`src/rtl/seq_compare.sv`:
```
// Streaming X/Y comparator with IDLE/RUN/TRIP run control, saturating counters and valid/ready handshakes.
// Define CMP_CAPTURE_EN to add cap_x/cap_y/cap_idx, which latch the pair that first tripped the run.
module seq_compare #(
  parameter int WIDTH = 8,
  parameter int CNT_W = 16
) (
  input  logic             clk,
  input  logic             rst_n,
  input  logic             start,
  input  logic             stop,
  input  logic [1:0]       mode,
  input  logic             signed_cmp,
  input  logic             in_valid,
  output logic             in_ready,
  input  logic [WIDTH-1:0] X,
  input  logic [WIDTH-1:0] Y,
  output logic             out_valid,
  input  logic             out_ready,
  output logic             result,
  output logic [CNT_W-1:0] sample_cnt,
  output logic [CNT_W-1:0] mismatch_cnt,
  output logic             busy,
  output logic             tripped
`ifdef CMP_CAPTURE_EN
  ,
  output logic [WIDTH-1:0] cap_x,
  output logic [WIDTH-1:0] cap_y,
  output logic [CNT_W-1:0] cap_idx
`endif
);

  typedef enum logic [1:0] {IDLE, RUN, TRIP} state_e;

  state_e           state_q, state_d;
  logic             out_valid_q, out_valid_d;
  logic             result_q, result_d;
  logic [CNT_W-1:0] sample_q, sample_d;
  logic [CNT_W-1:0] mismatch_q, mismatch_d;
  logic             accept;
  logic             differ;
  logic             cmp_bit;
  logic             arm;

  assign differ = (X != Y);
  assign accept = in_valid & in_ready;
  // Stop beats start, so a simultaneous start/stop in IDLE neither arms nor clears.
  assign arm    = (state_q == IDLE) & start & ~stop;

  always_ff @(posedge clk or negedge rst_n) begin
    if (!rst_n) state_q <= IDLE;
    else        state_q <= state_d;
  end

  always_comb begin
    state_d = state_q;
    case (state_q)
      IDLE: if (arm) state_d = RUN;
      RUN: begin
        if (stop)                 state_d = IDLE;
        else if (accept && differ) state_d = TRIP;
      end
      TRIP: if (stop) state_d = IDLE;
      default: state_d = IDLE;
    endcase
  end

  always_comb begin
    busy     = (state_q != IDLE);
    tripped  = (state_q == TRIP);
    in_ready = busy & (~out_valid_q | out_ready);
  end

  always_comb begin
    cmp_bit = 1'b0;
    case (mode)
      2'b00: cmp_bit = differ;
      2'b01: cmp_bit = ~differ;
      2'b10: cmp_bit = signed_cmp ? ($signed(X) < $signed(Y)) : (X < Y);
      2'b11: cmp_bit = signed_cmp ? ($signed(X) > $signed(Y)) : (X > Y);
      default: cmp_bit = 1'b0;
    endcase
  end

  always_comb begin
    out_valid_d = out_valid_q;
    result_d    = result_q;
    sample_d    = sample_q;
    mismatch_d  = mismatch_q;
    if (accept) begin
      out_valid_d = 1'b1;
      result_d    = cmp_bit;
    end else if (out_ready) begin
      out_valid_d = 1'b0;
    end
    if (arm) begin
      sample_d   = '0;
      mismatch_d = '0;
    end else if (accept) begin
      if (sample_q != {CNT_W{1'b1}})               sample_d   = sample_q + CNT_W'(1);
      if (differ && mismatch_q != {CNT_W{1'b1}})   mismatch_d = mismatch_q + CNT_W'(1);
    end
  end

  always_ff @(posedge clk or negedge rst_n) begin
    if (!rst_n) begin
      out_valid_q <= 1'b0;
      result_q    <= 1'b0;
      sample_q    <= '0;
      mismatch_q  <= '0;
    end else begin
      out_valid_q <= out_valid_d;
      result_q    <= result_d;
      sample_q    <= sample_d;
      mismatch_q  <= mismatch_d;
    end
  end

  assign out_valid    = out_valid_q;
  assign result       = result_q;
  assign sample_cnt   = sample_q;
  assign mismatch_cnt = mismatch_q;

`ifdef CMP_CAPTURE_EN
  logic [WIDTH-1:0] cap_x_q, cap_y_q;
  logic [CNT_W-1:0] cap_idx_q;

  // Index is the pre-increment sample count, i.e. the zero-based position of the tripping pair.
  always_ff @(posedge clk or negedge rst_n) begin
    if (!rst_n) begin
      cap_x_q   <= '0;
      cap_y_q   <= '0;
      cap_idx_q <= '0;
    end else if (arm) begin
      cap_x_q   <= '0;
      cap_y_q   <= '0;
      cap_idx_q <= '0;
    end else if (state_q == RUN && state_d == TRIP) begin
      cap_x_q   <= X;
      cap_y_q   <= Y;
      cap_idx_q <= sample_q;
    end
  end

  assign cap_x   = cap_x_q;
  assign cap_y   = cap_y_q;
  assign cap_idx = cap_idx_q;
`endif

endmodule

```
`config.mk`:
```
export PLATFORM = sky130hd
export DESIGN_NAME = seq_compare
export DESIGN_NICKNAME = d
export VERILOG_FILES = /design/src/rtl/seq_compare.sv
export SDC_FILE = /design/constraint.sdc
export NUM_CORES = 1
export LEC_CHECK = 0
export CELL_PAD_IN_SITES_DETAIL_PLACEMENT = 1
export CELL_PAD_IN_SITES_GLOBAL_PLACEMENT = 2
export CORE_MARGIN = 1
export CORE_UTILIZATION = 30
export CTS_CLUSTER_SIZE = 25
export DETAILED_ROUTE_END_ITERATION = 10
export PLACE_DENSITY = 0.91
export SYNTH_ARGS = -nofsm -noshare
export SYNTH_HDL_FRONTEND = slang
export SYNTH_SLANG_ARGS = --single-unit
```
`constraint.sdc`:
```
create_clock -name clk -period 4.3 [get_ports clk]
set_input_delay 1.075 -clock clk [delete_from_list [all_inputs] [get_ports clk]]
set_output_delay 1.075 -clock clk [all_outputs]
set_load 0.005 [all_outputs]
```
==> qor.yml <==
clock_tree:
  cts_htree_levels: 2
  cts_tree: "built"
  ctsResizeCount: 0
  clk_latency_ns: 0.28
  clock-sinks: 36
  clkTransAtPathRegs_ns: 0.07
  hold_buffers: 0
  cts_buffers: 5
  cts-root-buf: "clkbuf_8"
  cts_setup_buffers: 0
  clock_path_buffers: 2
floorplanning:
  ios: 62
  die-area_um2: 7474
  rows: 30
  initial_core_util: 0.3132
  die-width_um: 86.45
  core_um2: 6832
  die_height_um: 86.45
detailed_routing:
  vias: 1910
  initialDrtViolationCount: 40
  wire_per_inst_um: 13.86
  ant_nets: 0
  routed_wl_um: 5405
  first_pass_iters: 4
  drcViolationCount: 0
  via_per_inst: 4.897
synth:
  yosysWarnings: 0
  syn_area_um2: 2140
  ys_seq_area_frac: 0.4211
  netlist_instances: 229
  netlist.area_leader.share: 0.4211
  synth_area_leaders: "dfrtp_1 42%, xor2_1 7.4%, nor2_1 6.0%"
  avgSynthCellArea_um2: 9.343
  syn-num-nets: 264
  yosysUniqueCellTypes: 43
  yosysTopAreaCell: "dfrtp_1"
  ys_ff_latch: 36
worst_hold_path:
  hold_path.class: "flip-flop to flip-flop"
timing:
  slew_viol_final: 0
  fmax_mhz: 295.0
  tightest_slew_ns: 0.8224
  grt_setup_unrepaired: "no"
  fin_worst_skew_ns: 0.004420
  maxSlewHeadroom: 0.4517
  timing.final.crit_period_ns: 3.389
  fin_ws_ns: 0.9105
  period_share: 0.7883
  hold_viol: 0
  setup_tns_ns: 0
  setup_viol: 0
worst_setup_path:
  crit_type: "input port to output pin"
  path_cells: "clkdlybuf4s50_1 -> nand2b_1 -> and2_1 -> clkdlybuf4s50_1"
  rrSetupSlack_ns: 2.23
  critPathMostFrequentCell: "clkdlybuf4s50_1"
  crit_fanout: 4
  cp.arrival_ns: 2.31
  cp_slowest_stage_delay_ns: 0.49
  critPathRequiredTime_ns: 3.22
  endpoint_kind: "output pin"
  worstSetupStartpointType: "input port"
  crit_family: "buffers and inverters"
  crit_path_top_delay_cell: "clkdlybuf4s50_1"
  path_buf_inv: 2
grt:
  overflow: 0
  grt_max_degree: 37
  grt_pass1_vias: 1895
  grt_usage: 0.1570
  antenna_found_initial: 0
  grt_pass1_wl_um: 9211
final_layout:
  final_cell_mix: "60 x clkdlybuf4s50_1, 36 x dfrtp_1, 34 x nor2_1, 18 x nand2_1, 18 x xor2_1"
  final_common_cell: "clkdlybuf4s50_1"
  area_growth_pct: 37.49
  final.fill_count: 817
  fin_nets: 328
  diodes: 0
  drive_gt1_frac: 0.06122
power:
  ir_drop_mv: 0.1372
  power.density_nw_per_um2: 275.2
  p_leak_nw: 1.230
outcome:
  status: "complete, no violations"
placement:
  port_buffers: 61
  pre_cts_slack_ns: 0.9076
  hpwl_um: 4049
  globalplace.congestion: 0.7461
job:
  cap_violations: 0
-- state kept, by name, indices dropped and copies added, names as in the netlist --
register      cells
out_valid         1
state_q           2
mismatch_cnt     16
sample_cnt       16
result            1
-- path summary, 6_finish.rpt --
path                                          endpoint              startpoint  depth (start not counted)
setup / recovery                              in_ready               out_ready                          4
hold / removal                  state_q[0]$_DFFE_PN0P_  state_q[1]$_DFFE_PN0P_                          1
setup reg to reg             sample_cnt[7]$_DFFE_PN0P_  state_q[1]$_DFFE_PN0P_                          6
hold reg to reg                 state_q[0]$_DFFE_PN0P_  state_q[1]$_DFFE_PN0P_                          1
max in group asynchronous  mismatch_cnt[9]$_DFFE_PN0P_                   rst_n                          1
min in group asynchronous   sample_cnt[11]$_DFFE_PN0P_                   rst_n                          1
-- routing by layer --
layer  part of all wire  global-route usage
met5                  0                   0
met4              0.016             0.05303
met3              0.028             0.02762
met2               0.48              0.2605
met1               0.48              0.2071
-- through the flow --
stage                     hold WS, ns  instance area (um^2)  cells  total power, mW  utilization
after floorplan                0.4445                  2140    229           0.4718            -
after global placement         0.4745                  2851    382           0.5663       0.4174
after detailed placement       0.4784                  2851    382           0.5723       0.4174
after CTS                      0.5004                  2942    390           0.8275       0.4306
after global routing           0.5308                  2942    390           0.8601       0.4306
final                          0.4949                  2942    390           0.8095       0.4306
-- final cells by class --
class	count	area [um^2]	share of cell area
Multi-Input combinational cell	177	1172	0.3986
Sequential cell	36	900.9	0.3063
Timing Repair Buffer	63	620.6	0.2110
Tap cell	96	120.1	0.04083
Clock buffer	8	90.09	0.03063
Inverter	10	37.54	0.01276
-- worst register-to-register path, cell delays in order (launching register included) --
cell and delay, ns:
dfrtp_1 0.40, or2_1 0.33, nor3b_4 0.21, buf_4 0.36
o2111ai_2 0.18, or3_1 0.38, a21oi_1 0.14
-- kinds of logic (layout without fill, tap and decap cells) --
group                    Yosys count  after routing  share of synthesized area
AND/OR/NAND/NOR                  113            113                     0.2889
flip-flops                        36             36                     0.4211
XOR/XNOR                          25             25                     0.1023
AO/OA/AOI/OAI                     24             24                    0.07426
buffers and inverters             16             81                    0.03099
adder cells (fa/ha/maj)           10             10                    0.05848
multiplexers                       5              5                    0.02398
-- report_power, final --
group          switching [mW]  leakage, nW  internal [mW]  total [mW]
sequential             0.0326        0.495          0.362       0.394
clock                   0.116       0.0455          0.131       0.246
combinational          0.0712        0.689         0.0977       0.169
total                   0.220         1.23          0.590       0.809
-- cells in the mapped netlist (all sizes together) --
library cell / instances
mux2i: 4
inv: 9
o2111a: 1
o21ba: 1
or2: 1
nand3b: 4
a21oi: 7
clkbuf: 3
nand4: 12
and4: 3
nand2b: 3
mux2: 1
nand3: 11
o21ai: 9
and3: 3
nor3: 8
and2: 2
dfrtp: 36
xnor2: 7
xor2: 18
buf: 3
or3: 5
nor4b: 3
a211oi: 2
nor2: 34
o2111ai: 1
clkinv: 1
nor2b: 1
nor3b: 2
o211ai: 1
ha: 10
nand2: 18
and3b: 1
nor4: 2
a2111oi: 1
a31oi: 1
Power figures use the tool's default switching activity.
